### config.mk
export PLATFORM = sky130hd
export DESIGN_NAME = cpu_step_controller
export DESIGN_NICKNAME = d
export VERILOG_FILES = /design/src/rtl/cpu_clk_pkg.sv /design/src/rtl/step_debounce.sv /design/src/rtl/cpu_step_controller.sv
export SDC_FILE = /design/constraint.sdc
export NUM_CORES = 1
export LEC_CHECK = 0
export CELL_PAD_IN_SITES_DETAIL_PLACEMENT = 1
export CELL_PAD_IN_SITES_GLOBAL_PLACEMENT = 1
export CORE_ASPECT_RATIO = 0.5
export CORE_MARGIN = 2
export CORE_UTILIZATION = 48
export CTS_CLUSTER_SIZE = 40
export DETAILED_ROUTE_END_ITERATION = 8
export GPL_TIMING_DRIVEN = 0
export MAX_ROUTING_LAYER = met4
export PLACE_DENSITY = 0.82
export SYNTH_ARGS = -nofsm -noshare
export SYNTH_HDL_FRONTEND = slang
export SYNTH_SLANG_ARGS = --single-unit
### constraint.sdc
create_clock -name clk_in -period 7.8 [get_ports clk_in]
set_input_delay 1.56 -clock clk_in [delete_from_list [all_inputs] [get_ports clk_in]]
set_output_delay 1.56 -clock clk_in [all_outputs]
set_load 0.05 [all_outputs]
### src/rtl/cpu_clk_pkg.sv
// Shared run-mode and FSM-state encodings for the CPU step controller.
// Pure type/helper package; no timing or flow-control behaviour of its own.
// Included by the controller top and its debounce sub-block.
package cpu_clk_pkg;

    typedef enum logic [1:0] {
        HALT = 2'b00,
        STEP = 2'b01,
        SLOW = 2'b10,
        FAST = 2'b11
    } mode_t;

    typedef enum logic [1:0] {
        HALTED  = 2'b00,
        RUNNING = 2'b01,
        BREAK   = 2'b10
    } state_t;

    // SLOW and FAST are the only modes that free-run the CPU.
    function automatic logic mode_runs(input mode_t m);
        return (m == SLOW) || (m == FAST);
    endfunction

endpackage

### src/rtl/step_debounce.sv
// Step button conditioner: 2-flop synchronizer, level debouncer, rising-edge pulse.
// Latency: press_o rises 2 + DEBOUNCE_CYCLES cycles after the button settles high.
// No backpressure: press_o is a one-cycle pulse the consumer must take or lose.
module step_debounce
    import cpu_clk_pkg::*;
#(
    parameter int DEBOUNCE_CYCLES = 1_000_000
) (
    input  logic clk_in,
    input  logic rst_n,
    input  logic btn_i,
    output logic press_o
);

    localparam int CW = $clog2(DEBOUNCE_CYCLES + 1);

    logic          sync1_q;
    logic          sync2_q;
    logic          lvl_q;
    logic          lvl_d;
    logic [CW-1:0] cnt_q;
    logic [CW-1:0] cnt_d;
    logic          press_q;
    logic          press_d;

    // cnt_q tracks how many consecutive samples have disagreed with the debounced level.
    always_comb begin
        lvl_d   = lvl_q;
        cnt_d   = '0;
        press_d = 1'b0;
        if (sync2_q != lvl_q) begin
            if (cnt_q == CW'(DEBOUNCE_CYCLES - 1)) begin
                lvl_d   = sync2_q;
                press_d = sync2_q;
            end else begin
                cnt_d = cnt_q + 1'b1;
            end
        end
    end

    always_ff @(posedge clk_in or negedge rst_n) begin
        if (!rst_n) begin
            sync1_q <= 1'b0;
            sync2_q <= 1'b0;
            lvl_q   <= 1'b0;
            cnt_q   <= '0;
            press_q <= 1'b0;
        end else begin
            sync1_q <= btn_i;
            sync2_q <= sync1_q;
            lvl_q   <= lvl_d;
            cnt_q   <= cnt_d;
            press_q <= press_d;
        end
    end

    assign press_o = press_q;

endmodule

### src/rtl/cpu_step_controller.sv
// CPU clock-enable generator: halt / single-step / divided / full-rate run with breakpoint latch.
// Latency: cpu_en_o is registered, one cycle after the sampled mode, press or divider wrap.
// No backpressure: enables are issued unconditionally; the CPU must accept every one.
module cpu_step_controller
    import cpu_clk_pkg::*;
#(
    parameter int DIV_MAX         = 50_000_000,
    parameter int DEBOUNCE_CYCLES = 1_000_000
) (
    input  logic        clk_in,
    input  logic        rst_n,
    input  logic [1:0]  mode_i,
    input  logic        step_btn_i,
    input  logic        break_i,
    input  logic        clear_i,
    output logic        cpu_en_o,
    output logic        halted_o,
    output logic        brk_hit_o,
    output logic [31:0] step_cnt_o
);

    localparam int DW = $clog2(DIV_MAX);

    state_t        state_q;
    state_t        state_d;
    mode_t         mode_cur;
    mode_t         mode_q;
    logic [DW-1:0] div_q;
    logic [DW-1:0] div_d;
    logic          cpu_en_q;
    logic          cpu_en_d;
    logic          brk_q;
    logic          brk_d;
    logic [31:0]   step_cnt_q;
    logic [31:0]   step_cnt_d;
    logic          press;

    step_debounce #(
        .DEBOUNCE_CYCLES(DEBOUNCE_CYCLES)
    ) u_step_debounce (
        .clk_in (clk_in),
        .rst_n  (rst_n),
        .btn_i  (step_btn_i),
        .press_o(press)
    );

    assign mode_cur = mode_t'(mode_i);

    // The divider defaults to zero so it restarts on entry, on mode change and outside SLOW.
    always_comb begin
        state_d  = state_q;
        div_d    = '0;
        cpu_en_d = 1'b0;
        brk_d    = brk_q;
        case (state_q)
            HALTED: begin
                if (mode_runs(mode_cur) && !brk_q) begin
                    state_d  = RUNNING;
                    cpu_en_d = (mode_cur == FAST);
                end else begin
                    cpu_en_d = press;
                end
            end
            RUNNING: begin
                if (break_i) begin
                    state_d = BREAK;
                    brk_d   = 1'b1;
                end else if (!mode_runs(mode_cur)) begin
                    state_d = HALTED;
                end else if (mode_cur == FAST) begin
                    cpu_en_d = 1'b1;
                end else if (mode_cur == mode_q) begin
                    if (div_q == DW'(DIV_MAX - 1)) begin
                        cpu_en_d = 1'b1;
                    end else begin
                        div_d = div_q + 1'b1;
                    end
                end
            end
            BREAK: begin
                cpu_en_d = press;
                // A simultaneous break re-arms the latch, so clear only takes effect alone.
                if (clear_i && !break_i) begin
                    state_d = HALTED;
                    brk_d   = 1'b0;
                end
            end
            default: state_d = HALTED;
        endcase
        step_cnt_d = step_cnt_q + 32'(cpu_en_d);
    end

    always_ff @(posedge clk_in or negedge rst_n) begin
        if (!rst_n) begin
            state_q    <= HALTED;
            mode_q     <= HALT;
            div_q      <= '0;
            cpu_en_q   <= 1'b0;
            brk_q      <= 1'b0;
            step_cnt_q <= '0;
        end else begin
            state_q    <= state_d;
            mode_q     <= mode_cur;
            div_q      <= div_d;
            cpu_en_q   <= cpu_en_d;
            brk_q      <= brk_d;
            step_cnt_q <= step_cnt_d;
        end
    end

    assign cpu_en_o   = cpu_en_q;
    assign halted_o   = (state_q != RUNNING);
    assign brk_hit_o  = brk_q;
    assign step_cnt_o = step_cnt_q;

endmodule

; ---- Word-level counts from Yosys, hierarchy flattened
; Cells that the tools add are included.
[totals]
register_bits = 88
inputBits = 7
output_inout_bits = 35
[op_classes]
addsub = 3
n_eq_ne = 13
n_mux = 25
n_reduce_logical = 10
[op_table]
columns = operator, n
row1 = two-way mux 26 bit, 6
row2 = two-way mux 20 bit, 2
row3 = adder 32 x 1 -> 32 bit, 1
row4 = adder 26 x 1 -> 26 bit (second input constant), 1
row5 = == test 26 bit (second input constant), 1
row6 = adder 20 x 1 -> 20 bit (second input constant), 1
row7 = == test 20 bit (second input constant), 1
row8 = two-way mux 1 bit, 10
row9 = two-way mux 2 bit, 4
row10 = == test 2 bit (second input constant), 3
row11 = inequality test 2 bit (second input constant), 3
row12 = case mux 2 bit (3 select lines), 1
row13 = AND reduction 3 bit, 2
row14 = inequality test 3 bit (second input constant), 1
row15 = case mux 1 bit (3 select lines), 1
row16 = == test 2 x 1 -> 1 bit (second input constant), 1
row17 = == test 2 bit, 1
row18 = logical AND 1 bit, 2
row19 = zero test 1 bit, 2
row20 = zero test 2 bit, 1
row21 = inequality test 2 x 1 -> 1 bit (second input constant), 1
row22 = case mux 1 bit (2 select lines), 1
row23 = AND reduction 2 bit, 1
row24 = nonzero test 2 bit, 1
row25 = other kinds (2), 2

; ---- Depth between registers and ports, before layout
; Gate-level depths: netlist of the first run.
[logic_depth]
depth_word = 8
depth_mapped = 11

; ---- Modules after synthesis
; Synthesis of the first run repeated with hierarchy kept, for this count alone.
[hier_totals]
cells_unflattened = 402
hier_area_um2 = 4426.7
[modules_own_cells]
columns = mod, n_inst, cells_per_inst, area_per_inst_um2, seq_area_each_um2
row1 = cpu_step_controller, 1, 295, 3241.9, 1601.5
row2 = step_debounce, 1, 107, 1184.9, 600.6

; ---- Worst setup path after synthesis of the first run
; Ideal clock, no wire load.
[synth_timing]
path_kind = input -> register
startpoint = in break_i
endpoint = reg step_cnt_q[22] (netlist: step_cnt_o[22])
setup_ps = 142
arrival_ps = 3396
setup_slack_ps = 4262
stages = 10
path_buffers = 0
path_cell_list = and2_1 a211oi_1 a31oi_1 nand2_1 ha_1 ha_1 nand3_1 nor4_2 nand4_1 xnor2_1
[synth_between]
elab_chain_cells = 3
[synth_lines]
columns = item, line_no
row1 = from (decl), cpu_step_controller.sv:14  ; input logic break_i,
row2 = two-way mux 1 bit, cpu_step_controller.sv:65  ; if (break_i) begin
row3 = case mux 1 bit (3 select lines), cpu_step_controller.sv:55  ; case (state_q)
row4 = named net cpu_en_d, cpu_step_controller.sv:31  ; logic cpu_en_d;
row5 = adder 32 x 1 -> 32 bit, cpu_step_controller.sv:90  ; step_cnt_d = step_cnt_q + 32'(cpu_en_d);
row6 = named net step_cnt_d[22], cpu_step_controller.sv:35  ; logic [31:0] step_cnt_d;
row7 = to (signal assigned), cpu_step_controller.sv:107  ; step_cnt_q <= step_cnt_d;
row8 = to (decl), cpu_step_controller.sv:34  ; logic [31:0] step_cnt_q;
; The timed path passes the listed nets, and every way through them passes these cells.
; A chain may end at the register's enable or synchronous reset.

; ---- Final worst setup path of the first run
[layout_timing]
startpoint = in break_i
endpoint = reg step_cnt_q[24] (netlist: step_cnt_o[24])
; Same word-level chain as after synthesis.

==> flow_metrics.env, run 1 <==
export IMPL_worst_path_max_fanout=6
export IMPL_maxCapViolations=0
export IMPL_pin_count_of_the_biggest_net_entering_global_routing=75
export IMPL_fp_dieW_um=135.3
export IMPL_setup_total_negative_slack_ps=0
export IMPL_min_period_ps=4328
export IMPL_finalSetupViolCount=0
export IMPL_clockRootBuffer="clkbuf_16"
export IMPL_overflow=0
export IMPL_std_cell_core_area_um2=8173
export IMPL_grt_use_total_pct=25.74
export IMPL_post_route_util_pct=61.15
export IMPL_initial_utilization_pct=50.64
export IMPL_synth_warnings=0
export IMPL_floorplan_die_area_um2=9426
export IMPL_std_cell_rows=23
export IMPL_synthesis_nets=415
export IMPL_powerDensity_nw_per_um2=210.9
export IMPL_area_of_the_multi_input_gates_um2=1834
export IMPL_cts_tree="done"
export IMPL_grt_first_pass_wirelength_um=18380
export IMPL_cp_data_arrival_time_ps=4550
export IMPL_cts_resized=0
export IMPL_worst_hold_path_num_cells=0
export IMPL_synth_seq_cells=88
export IMPL_wirelength_routed_um=10700
export IMPL_critPathKind="primary input to flip-flop"
export IMPL_synth_area_per_cell_um2=10.24
export IMPL_layout_cell_area_non_filler_um2=4997
export IMPL_ant_nets=0
export IMPL_synth_seq_area_share_pct=53.20
export IMPL_hold_class="flip-flop to flip-flop"
export IMPL_vias=3281
export IMPL_netlist_area_um2=4139
export IMPL_first_global_vias=3668
export IMPL_worstMarginPinSlew_ps=1028
export IMPL_worstSetupEndpointType="flip-flop"
export IMPL_number_of_iterations_in_the_first_detailed_routing_pass=4
export IMPL_slew_limit_headroom_pct=30.83
export IMPL_first_iter_violations=156
export IMPL_timing_hold_violations_final=0
export IMPL_io_buffers=41
export IMPL_finalNetCount=468
export IMPL_cts_clk_slew_worst_paths_ps=60
export IMPL_antenna_cells=0
export IMPL_num_io_pins=42
export IMPL_cts_hold_fix_buffers=0
export IMPL_cts_root_to_sink_buffers=2
export IMPL_areaGrowthSynthToFinish_pct=20.74
export IMPL_number_of_synthesized_flops_with_an_enable_pin=0
export IMPL_synthDistinctLibCells=40
export IMPL_post_dr_vias_cell=5.716
export IMPL_hpwl_um=7197
export IMPL_cts_setup_buffers=0
export IMPL_cts_made_buffers=9
export IMPL_layout_drive_gt1_share_pct=6.277
export IMPL_worst_ir_drop_vdd_v=0.0001586
export IMPL_fmaxAchievable_mhz=231.1
export IMPL_critical_path_startpoint_type="primary input"
export IMPL_postPlaceCellArea_um2=4715
export IMPL_synth_async_reset_ratio_pct=100.0
export IMPL_antenna_violations_before_repair=0
export IMPL_clock_sinks=88
export IMPL_worst_clock_skew_ps=7.243
export IMPL_h_tree_depth=3
export IMPL_register_area_um2=2202
export IMPL_worstPathRequired_ps=8020
export IMPL_fillCellCount=917
export IMPL_yosys_top_cells_area="dfrtp_1 53%, xnor2_1 8.9%, nor2_1 4.2%"
export IMPL_routed_wire_length_per_instance_um=18.63
export IMPL_insertion_delay_ps=340
export IMPL_final_count_of_pins_violating_max_slew=0
export IMPL_grt_setup_unrepaired="false"
export IMPL_worst_r2r_path_depth=10
export IMPL_synth_area_leader_cell="dfrtp_1"
export IMPL_post_synth_inst_count=404
export IMPL_outcome="completed"
export IMPL_die_y_um=69.66
export IMPL_drc_errors=0
export IMPL_gp_routability_congestion=0.8702
export IMPL_dominantRegCellSynth="dfrtp_1"
export IMPL_fin_crit_sh_pct=55.48
export IMPL_yosys_top_cell_area_share_pct=53.20
export IMPL_total_leakage_power_nw=1.968
[path summary, 6_finish.rpt]
check | startpoint | to | slack, ps
min in group asynchronous | rst_n | div_q[20] | 1080
hold / removal | u_step_debounce.sync1_q | u_step_debounce.sync2_q | 350
setup reg to reg | div_q[10] | step_cnt_o[24] | 4300
setup / recovery | break_i | step_cnt_o[24] | 3470
hold reg to reg | u_step_debounce.sync1_q | u_step_debounce.sync2_q | 350
max in group asynchronous | rst_n | u_step_debounce.cnt_q[6] | 6100
[metrics by stage]
stage | hold slack (ps) | worst slack, ps | instances | power, mW
finish | 349.7 | 3472 | 574 | 1.054
global route | 373.8 | 3215 | 574 | 1.089
CTS | 350.4 | 3458 | 574 | 1.062
detailed placement | 336.3 | 3216 | 558 | 0.6371
global placement | 332.6 | 2114 | 557 | 0.6232
floorplan | 331.2 | 4262 | 404 | 0.5757
[logic make-up (layout without fill, tap and decap cells)]
logic type	count (synthesis)	in the layout	share of synthesized area (%)
XOR/XNOR	59	59	12.48
AO/OA/AOI/OAI	37	37	5.411
flip-flops	88	88	53.20
AND/OR/NAND/NOR	190	190	24.94
adder cells (fa/ha/maj)	4	4	1.209
buffers and inverters	25	83	2.479
multiplexers	1	1	0.2720
[worst max-delay path: stages]
cell	delay (ps)
clkdlybuf4s50_1	550
and2_1	240
a211oi_1	260
a31oi_1	140
nand2_1	110
ha_1	210
ha_1	210
nand3_1	220
nor4_2	670
nand4_1	210
xnor2_1	160
[synth_stat cells, drive strengths merged (2+ instances only)]
| cell type | instances |
|---|---|
| dfrtp | 88 |
| or3 | 7 |
| o31ai | 6 |
| a21oi | 16 |
| or4 | 8 |
| clkbuf | 5 |
| a31o | 3 |
| nor2b | 2 |
| inv | 17 |
| and3 | 4 |
| nor4 | 14 |
| nand4 | 28 |
| ha | 4 |
| nand2b | 4 |
| xor2 | 17 |
| and4 | 5 |
| nor3 | 13 |
| nand2 | 27 |
| nand3 | 23 |
| or4b | 2 |
| buf | 3 |
| nor2 | 46 |
| o21ai | 9 |
| xnor2 | 42 |
| and2 | 3 |
[layout make-up]
class | count | area share, %
plain buffers | 8 | 0.7762
clock buffers | 13 | 4.807
clock inverters | 3 | 0.8513
inverters | 17 | 1.277
multi-input cells | 291 | 36.71
flip-flops and latches | 88 | 44.07
well taps | 112 | 2.804
repair buffers | 42 | 8.713
[layout by cell type (no fill, tap or decap), types with 13 or more instances in the layout]
| master | instances |
|---|---|
| xor2_1 | 17 |
| xnor2_1 | 42 |
| nand4_1 | 26 |
| nor3_1 | 13 |
| clkdlybuf4s50_1 | 40 |
| a21oi_1 | 15 |
| nor2_1 | 46 |
| nand3_1 | 23 |
| nand2_1 | 27 |
| inv_1 | 17 |
| dfrtp_1 | 88 |
[flip-flops by register name, indices dropped and copies added, names as in the netlist]
| name | count |
|---|---|
| div_q | 26 |
| u_step_debounce.cnt_q | 20 |
| mode_q | 2 |
| u_step_debounce.lvl_q | 1 |
| u_step_debounce.sync2_q | 1 |
| cpu_en_o | 1 |
| state_q | 2 |
| u_step_debounce.sync1_q | 1 |
| step_cnt_o | 32 |
| brk_hit_o | 1 |
| u_step_debounce.press_o | 1 |
[power breakdown]
part	internal, mW	total [mW]	switching, mW	leakage, nW
Sequential	0.475	0.499	0.0243	1.20
Combinational	0.0415	0.132	0.0902	0.630
Clock	0.248	0.423	0.175	0.134
Total	0.765	1.05	0.289	1.97
[per-layer routing]
| layer | routed length, µm | global-route usage, % | vias up | share of wire, % |
|---|---|---|---|---|
| met1 | 4522 | 29.39 | 1706 | 42 |
| met3 | 265 | 5.848 | 8 | 2.5 |
| li1 | - | - | 1530 | - |
| met5 | 0 | - | - | 0 |
| met4 | 97 | 7.292 | 0 | 0.91 |
| met2 | 5810 | 45.74 | 37 | 54 |
Note: power is estimated with default switching activity, not from simulation.
==> inputs of run 2 (changes only) <==
--- a/config.mk
+++ b/config.mk
@@ -9,12 +9,12 @@
 export CELL_PAD_IN_SITES_GLOBAL_PLACEMENT = 1
 export CORE_ASPECT_RATIO = 0.5
 export CORE_MARGIN = 2
-export CORE_UTILIZATION = 48
+export CORE_UTILIZATION = 40
 export CTS_CLUSTER_SIZE = 40
 export DETAILED_ROUTE_END_ITERATION = 8
 export GPL_TIMING_DRIVEN = 0
 export MAX_ROUTING_LAYER = met4
-export PLACE_DENSITY = 0.82
+export PLACE_DENSITY = 0.72
 export SYNTH_ARGS = -nofsm -noshare
 export SYNTH_HDL_FRONTEND = slang
 export SYNTH_SLANG_ARGS = --single-unit
==> constraint.sdc (replaced) <==
create_clock -name clk_in -period 3.85 [get_ports clk_in]
set_input_delay 0.77 -clock clk_in [delete_from_list [all_inputs] [get_ports clk_in]]
set_output_delay 0.77 -clock clk_in [all_outputs]
set_load 0.05 [all_outputs]
==> flow_metrics.env, run 2 (synthesis results as in run 1) <==
export IMPL_outcome="completed"
export IMPL_initial_utilization_pct=40.78
export IMPL_wirelength_routed_um=9640
export IMPL_gp_routability_congestion=0.7955
export IMPL_register_area_um2=2202
export IMPL_hpwl_um=6536
export IMPL_final_count_of_pins_violating_max_slew=0
export IMPL_finalSetupViolCount=0
export IMPL_powerDensity_nw_per_um2=451.8
export IMPL_routed_wire_length_per_instance_um=16.01
export IMPL_areaGrowthSynthToFinish_pct=23.79
export IMPL_ant_nets=0
export IMPL_flip_flop_count_of_the_largest_register_all_copies_and_words_added=32
export IMPL_layout_cells_non_filler=602
export IMPL_worst_clock_skew_ps=7.073
export IMPL_insertion_delay_ps=340
export IMPL_finalNetCount=468
export IMPL_antenna_cells=0
export IMPL_worstPathRequired_ps=4080
export IMPL_first_global_vias=3336
export IMPL_pin_count_of_the_biggest_net_entering_global_routing=63
export IMPL_postPlaceCellArea_um2=4750
export IMPL_p_total_mw=2.315
export IMPL_floorplan_die_area_um2=11230
export IMPL_overflow=0
export IMPL_cts_tree="done"
export IMPL_grt_use_total_pct=19.21
export IMPL_cp_data_arrival_time_ps=3600
export IMPL_reg2reg_slack_ps=480
export IMPL_fin_crit_sh_pct=87.62
export IMPL_post_dr_vias_cell=5.267
export IMPL_std_cell_core_area_um2=10150
export IMPL_cts_clk_slew_worst_paths_ps=60
export IMPL_clockRootBuffer="clkbuf_16"
export IMPL_maxCapViolations=0
export IMPL_layout_common_cells="88 x dfrtp_1, 46 x nor2_1, 42 x xnor2_1"
export IMPL_std_cell_rows=26
export IMPL_worst_r2r_path_depth=10
export IMPL_grt_setup_unrepaired="false"
export IMPL_layout_cell_area_non_filler_um2=5124
export IMPL_worst_path_max_fanout=6
export IMPL_fmaxAchievable_mhz=296.4
export IMPL_vias=3171
export IMPL_cts_made_buffers=9
export IMPL_fillCellCount=1138
export IMPL_worst_ir_drop_vdd_v=0.0002209
export IMPL_first_iter_violations=139
export IMPL_worstMarginPinSlew_ps=988.7
export IMPL_post_place_cells=586
export IMPL_worstSetupEndpointType="flip-flop"
export IMPL_drc_errors=0
export IMPL_num_io_pins=42
export IMPL_fp_dieW_um=147.9
export IMPL_min_period_ps=3373
export IMPL_area_of_the_multi_input_gates_um2=1843
export IMPL_io_buffers=41
export IMPL_cts_root_to_sink_buffers=2
export IMPL_antenna_violations_before_repair=0
export IMPL_critPathKind="flip-flop to flip-flop"
export IMPL_total_leakage_power_nw=2.030
export IMPL_hold_class="primary input to asynchronous set/reset pin"
export IMPL_clock_sinks=88
export IMPL_slew_limit_headroom_pct=33.48
export IMPL_grt_first_pass_wirelength_um=16650
export IMPL_number_of_iterations_in_the_first_detailed_routing_pass=4
export IMPL_die_y_um=75.93
export IMPL_timing_hold_violations_final=0
export IMPL_critical_path_startpoint_type="flip-flop"
export IMPL_cts_setup_buffers=0
export IMPL_layout_drive_gt1_share_pct=7.143
export IMPL_h_tree_depth=3
export IMPL_mostFrequentLayoutCell="dfrtp_1"
==> run 2: changes by cell type in the layout (fill, tap and decap cells not counted), sizes merged <==
cell,before,now
bufinv,1,3
clkbuf,18,17
clkinvlp,1,0
==> run 2: final timing paths <==
path | start | endpoint
max in group asynchronous | rst_n | div_q[3]
setup reg to reg | div_q[10] | step_cnt_o[22]
hold / removal | rst_n | u_step_debounce.cnt_q[2]
hold reg to reg | u_step_debounce.sync1_q | u_step_debounce.sync2_q
setup / recovery | div_q[10] | step_cnt_o[22]
min in group clk_in | u_step_debounce.sync1_q | u_step_debounce.sync2_q
==> run 2: per-layer routing <==
metal	share of wire [%]	wire (µm)	track usage, %
met1	48	4633	24.79
met2	48	4662	30.33
met3	2.2	216	4.518
met4	1.3	127	6.000
met5	0	0	-
==> run 2: layout make-up <==
| cell class | instances | area share [%] |
|---|---|---|
| well taps | 140 | 3.419 |
| flip-flops and latches | 88 | 42.98 |
| repair buffers | 42 | 8.498 |
| plain buffers | 8 | 0.7570 |
| multi-input cells | 291 | 35.97 |
| clock buffers | 12 | 5.201 |
| inverters | 17 | 1.245 |
| clock inverters | 4 | 1.929 |
==> run 2: through the flow <==
| step | hold slack, ps | setup TNS, ps | utilization (%) | setup slack [ps] |
|---|---|---|---|---|
| after CTS | 346.2 | 0 | 50.39 | 296.0 |
| final | 345.3 | 0 | 50.48 | 476.7 |
| after floorplan | 331.2 | 0 | - | 1038 |
| after detailed placement | 340.2 | 0 | 46.79 | 97.80 |
| after global placement | 345.9 | -115480 | 46.55 | -1320 |
| after global routing | 363.3 | 0 | 50.48 | 104.7 |
==> run 2: where the power goes <==
part | switching, mW | internal, mW
Clock | 0.363 | 0.688
Combinational | 0.172 | 0.0831
Sequential | 0.0456 | 0.962
Total | 0.581 | 1.73
==> run 2: worst max-delay path, cell delays in order, from the launching register on <==
cell and delay, ps:
dfrtp_1 440, or4b_1 590, nor4_1 360, nand4_1 170, nand2_1 130, ha_1 200
ha_1 210, nand3_1 260, nor4_4 510, nand4_1 200, xnor2_1 170
==> run 2: repair_timing <==
action | in CTS | in global routing
resized for setup | 0 | 1
endpoints found under the setup margin | 0 | 1
hold buffers | 0 | 0
==> inputs of run 3 (changes only) <==
--- a/config.mk
+++ b/config.mk
@@ -14,7 +14,7 @@
 export DETAILED_ROUTE_END_ITERATION = 8
 export GPL_TIMING_DRIVEN = 0
 export MAX_ROUTING_LAYER = met4
-export PLACE_DENSITY = 0.72
+export PLACE_DENSITY = 0.84
 export SYNTH_ARGS = -nofsm -noshare
 export SYNTH_HDL_FRONTEND = slang
 export SYNTH_SLANG_ARGS = --single-unit
==> flow_metrics.env, run 3 (synthesis results as in run 1) <==
export IMPL_cts_hold_fix_buffers=0
export IMPL_cts_made_buffers=9
export IMPL_h_tree_depth=3
export IMPL_drc_errors=0
export IMPL_floorplan_die_area_um2=11230
export IMPL_slew_limit_headroom_pct=36.20
export IMPL_swShare_pct=26.41
export IMPL_worst_r2r_startpoint="div_q[10]"
export IMPL_cts_setup_buffers=0
export IMPL_p_total_mw=2.122
export IMPL_internal_power_mw=1.562
export IMPL_hold_class="flip-flop to flip-flop"
export IMPL_vias=3268
export IMPL_seq_power_share_pct=47.6
export IMPL_timing_critical_path_depth=11
export IMPL_maxCapViolations=0
export IMPL_hpwl_um=6783
export IMPL_insertion_delay_ps=340
export IMPL_mostFrequentLayoutCell="dfrtp_1"
export IMPL_cts_tree="done"
export IMPL_total_leakage_power_nw=1.972
export IMPL_reg2reg_slack_ps=310
export IMPL_first_iter_violations=214
export IMPL_wirelength_routed_um=10020
export IMPL_std_cell_core_area_um2=10150
export IMPL_flip_flop_count_of_the_largest_register_all_copies_and_words_added=32
export IMPL_share_clk_of_total_power_pct=40.5
export IMPL_grt_first_pass_wirelength_um=17420
export IMPL_std_cell_rows=26
export IMPL_worstSetupEndpointType="flip-flop"
export IMPL_antenna_violations_before_repair=0
export IMPL_p_comb_share_pct=11.9
export IMPL_pin_count_of_the_biggest_net_entering_global_routing=49
export IMPL_first_global_vias=3455
export IMPL_areaGrowthSynthToFinish_pct=21.74
export IMPL_timing_hold_ws_ps=354.6
export IMPL_cpLargestDelayFamily="simple AND/OR/NAND/NOR gates"
export IMPL_setup_total_negative_slack_ps=0
export IMPL_netSwitchingPower_uw=560.4
export IMPL_slowest_delay_ps=650
export IMPL_clock_sinks=88
export IMPL_cts_resized=0
export IMPL_worst_path_buf_inv=1
export IMPL_antenna_cells=0
export IMPL_layout_cells_non_filler=601
export IMPL_cp_data_arrival_time_ps=3830
export IMPL_fp_dieW_um=147.9
export IMPL_fmaxAchievable_mhz=276.9
export IMPL_worstPathRequired_ps=4070
export IMPL_layout_drive_gt1_share_pct=6.508
export IMPL_worst_r2r_path_depth=10
export IMPL_layout_cell_area_non_filler_um2=5039
export IMPL_num_io_pins=42
export IMPL_routed_wire_length_per_instance_um=16.67
export IMPL_r2r_end="step_cnt_o[22]"
export IMPL_fillCellCount=1145
export IMPL_post_place_cells=586
export IMPL_io_buffers=41
export IMPL_grt_use_total_pct=19.97
export IMPL_critical_path_slowest_cell="nor4_2"
export IMPL_critPathKind="primary input to flip-flop"
export IMPL_gp_routability_congestion=0.8028
export IMPL_finalSetupViolCount=0
export IMPL_min_period_ps=3612
export IMPL_startpoint="mode_i[1]"
export IMPL_timing_hold_violations_final=0
export IMPL_critical_path_startpoint_type="primary input"
export IMPL_number_of_iterations_in_the_first_detailed_routing_pass=4
export IMPL_outcome="completed"
export IMPL_critical_path_cell_chain="clkdlybuf4s50_1 -> nand2b_1 -> nor4_1 -> nand4_1 -> nand2_1 -> ha_1 -> ha_1 -> nand3_1 -> nor4_2 -> nand4_1 -> xnor2_1"
export IMPL_worst_clock_skew_ps=4.242
export IMPL_overflow=0
export IMPL_worstMarginPinSlew_ps=948.3
export IMPL_grt_setup_unrepaired="false"
export IMPL_powerDensity_nw_per_um2=421.2
export IMPL_initial_utilization_pct=40.78
export IMPL_worst_path_max_fanout=6
export IMPL_clockRootBuffer="clkbuf_16"
export IMPL_worst_ir_drop_vdd_v=0.0002529
export IMPL_die_y_um=75.93
export IMPL_final_count_of_pins_violating_max_slew=0
export IMPL_cts_root_to_sink_buffers=2
export IMPL_finalNetCount=468
export IMPL_postPlaceCellArea_um2=4750
export IMPL_ant_nets=0
export IMPL_post_dr_vias_cell=5.438
export IMPL_end_point_of_the_critical_path="step_cnt_o[22]"
export IMPL_layout_common_cells="88 x dfrtp_1, 46 x nor2_1, 42 x xnor2_1"
export IMPL_cts_clk_slew_worst_paths_ps=60
export IMPL_fin_crit_sh_pct=93.82
## run 3: cell types whose count changed in the layout (fill, tap and decap cells not counted), sizes merged
cell      previous run  this run
clkinvlp             0         1
bufinv               3         1
## run 3: final cells by class
cell class | instances | area, µm² | share of cell area (%)
Sequential cell | 88 | 2202 | 43.70
Multi-Input combinational cell | 291 | 1834 | 36.40
Clock buffer | 12 | 246.5 | 4.892
Tap cell | 140 | 175.2 | 3.477
Timing Repair Buffer | 42 | 435.4 | 8.642
Buffer | 8 | 38.79 | 0.7698
Inverter | 17 | 63.81 | 1.266
Clock inverter | 3 | 42.54 | 0.8443
## run 3: worst min path at each step
stage	cells after the start	slack, ps	end	from
floorplan	0	330	u_step_debounce.sync2_q	u_step_debounce.sync1_q
global placement	0	340	u_step_debounce.sync2_q	u_step_debounce.sync1_q
detailed placement	0	340	u_step_debounce.sync2_q	u_step_debounce.sync1_q
CTS	0	350	u_step_debounce.sync2_q	u_step_debounce.sync1_q
global route	0	370	u_step_debounce.sync2_q	u_step_debounce.sync1_q
finish	0	350	u_step_debounce.sync2_q	u_step_debounce.sync1_q
## run 3: metrics by stage
stage	util, %	setup WS (ps)
after floorplan	-	1038
final	49.64	238.1
after detailed placement	46.79	23.42
after global placement	46.55	-1252
after global routing	49.64	3.232
after CTS	49.64	201.6
## run 3: power by group through the flow
stage	sequential, mW	clock, mW	combinational [mW]
2_1_floorplan	1.10	0	0.0710
3_3_place_gp	1.02	0	0.246
3_5_place_dp	1.03	0	0.255
4_1_cts	1.01	0.878	0.259
5_1_grt	1.01	0.921	0.274
6_report	1.01	0.859	0.253
## run 3: worst register-to-register path, cell delays in order, from the launching register on
cell and delay, ps:
dfrtp_1 440, or4b_1 570, nor4_1 350, nand4_1 200
nand2_1 150, ha_1 230, ha_1 210, nand3_1 250
nor4_2 650, nand4_1 190, xnor2_1 170
## run 3: routing by layer
metal	part of all wire, %	GRT usage (%)	vias to the layer above
met5	0	-	-
li1	-	-	1534
met4	1.7	6.667	0
met3	2.5	4.639	17
met1	45	25.20	1671
met2	50	32.05	46
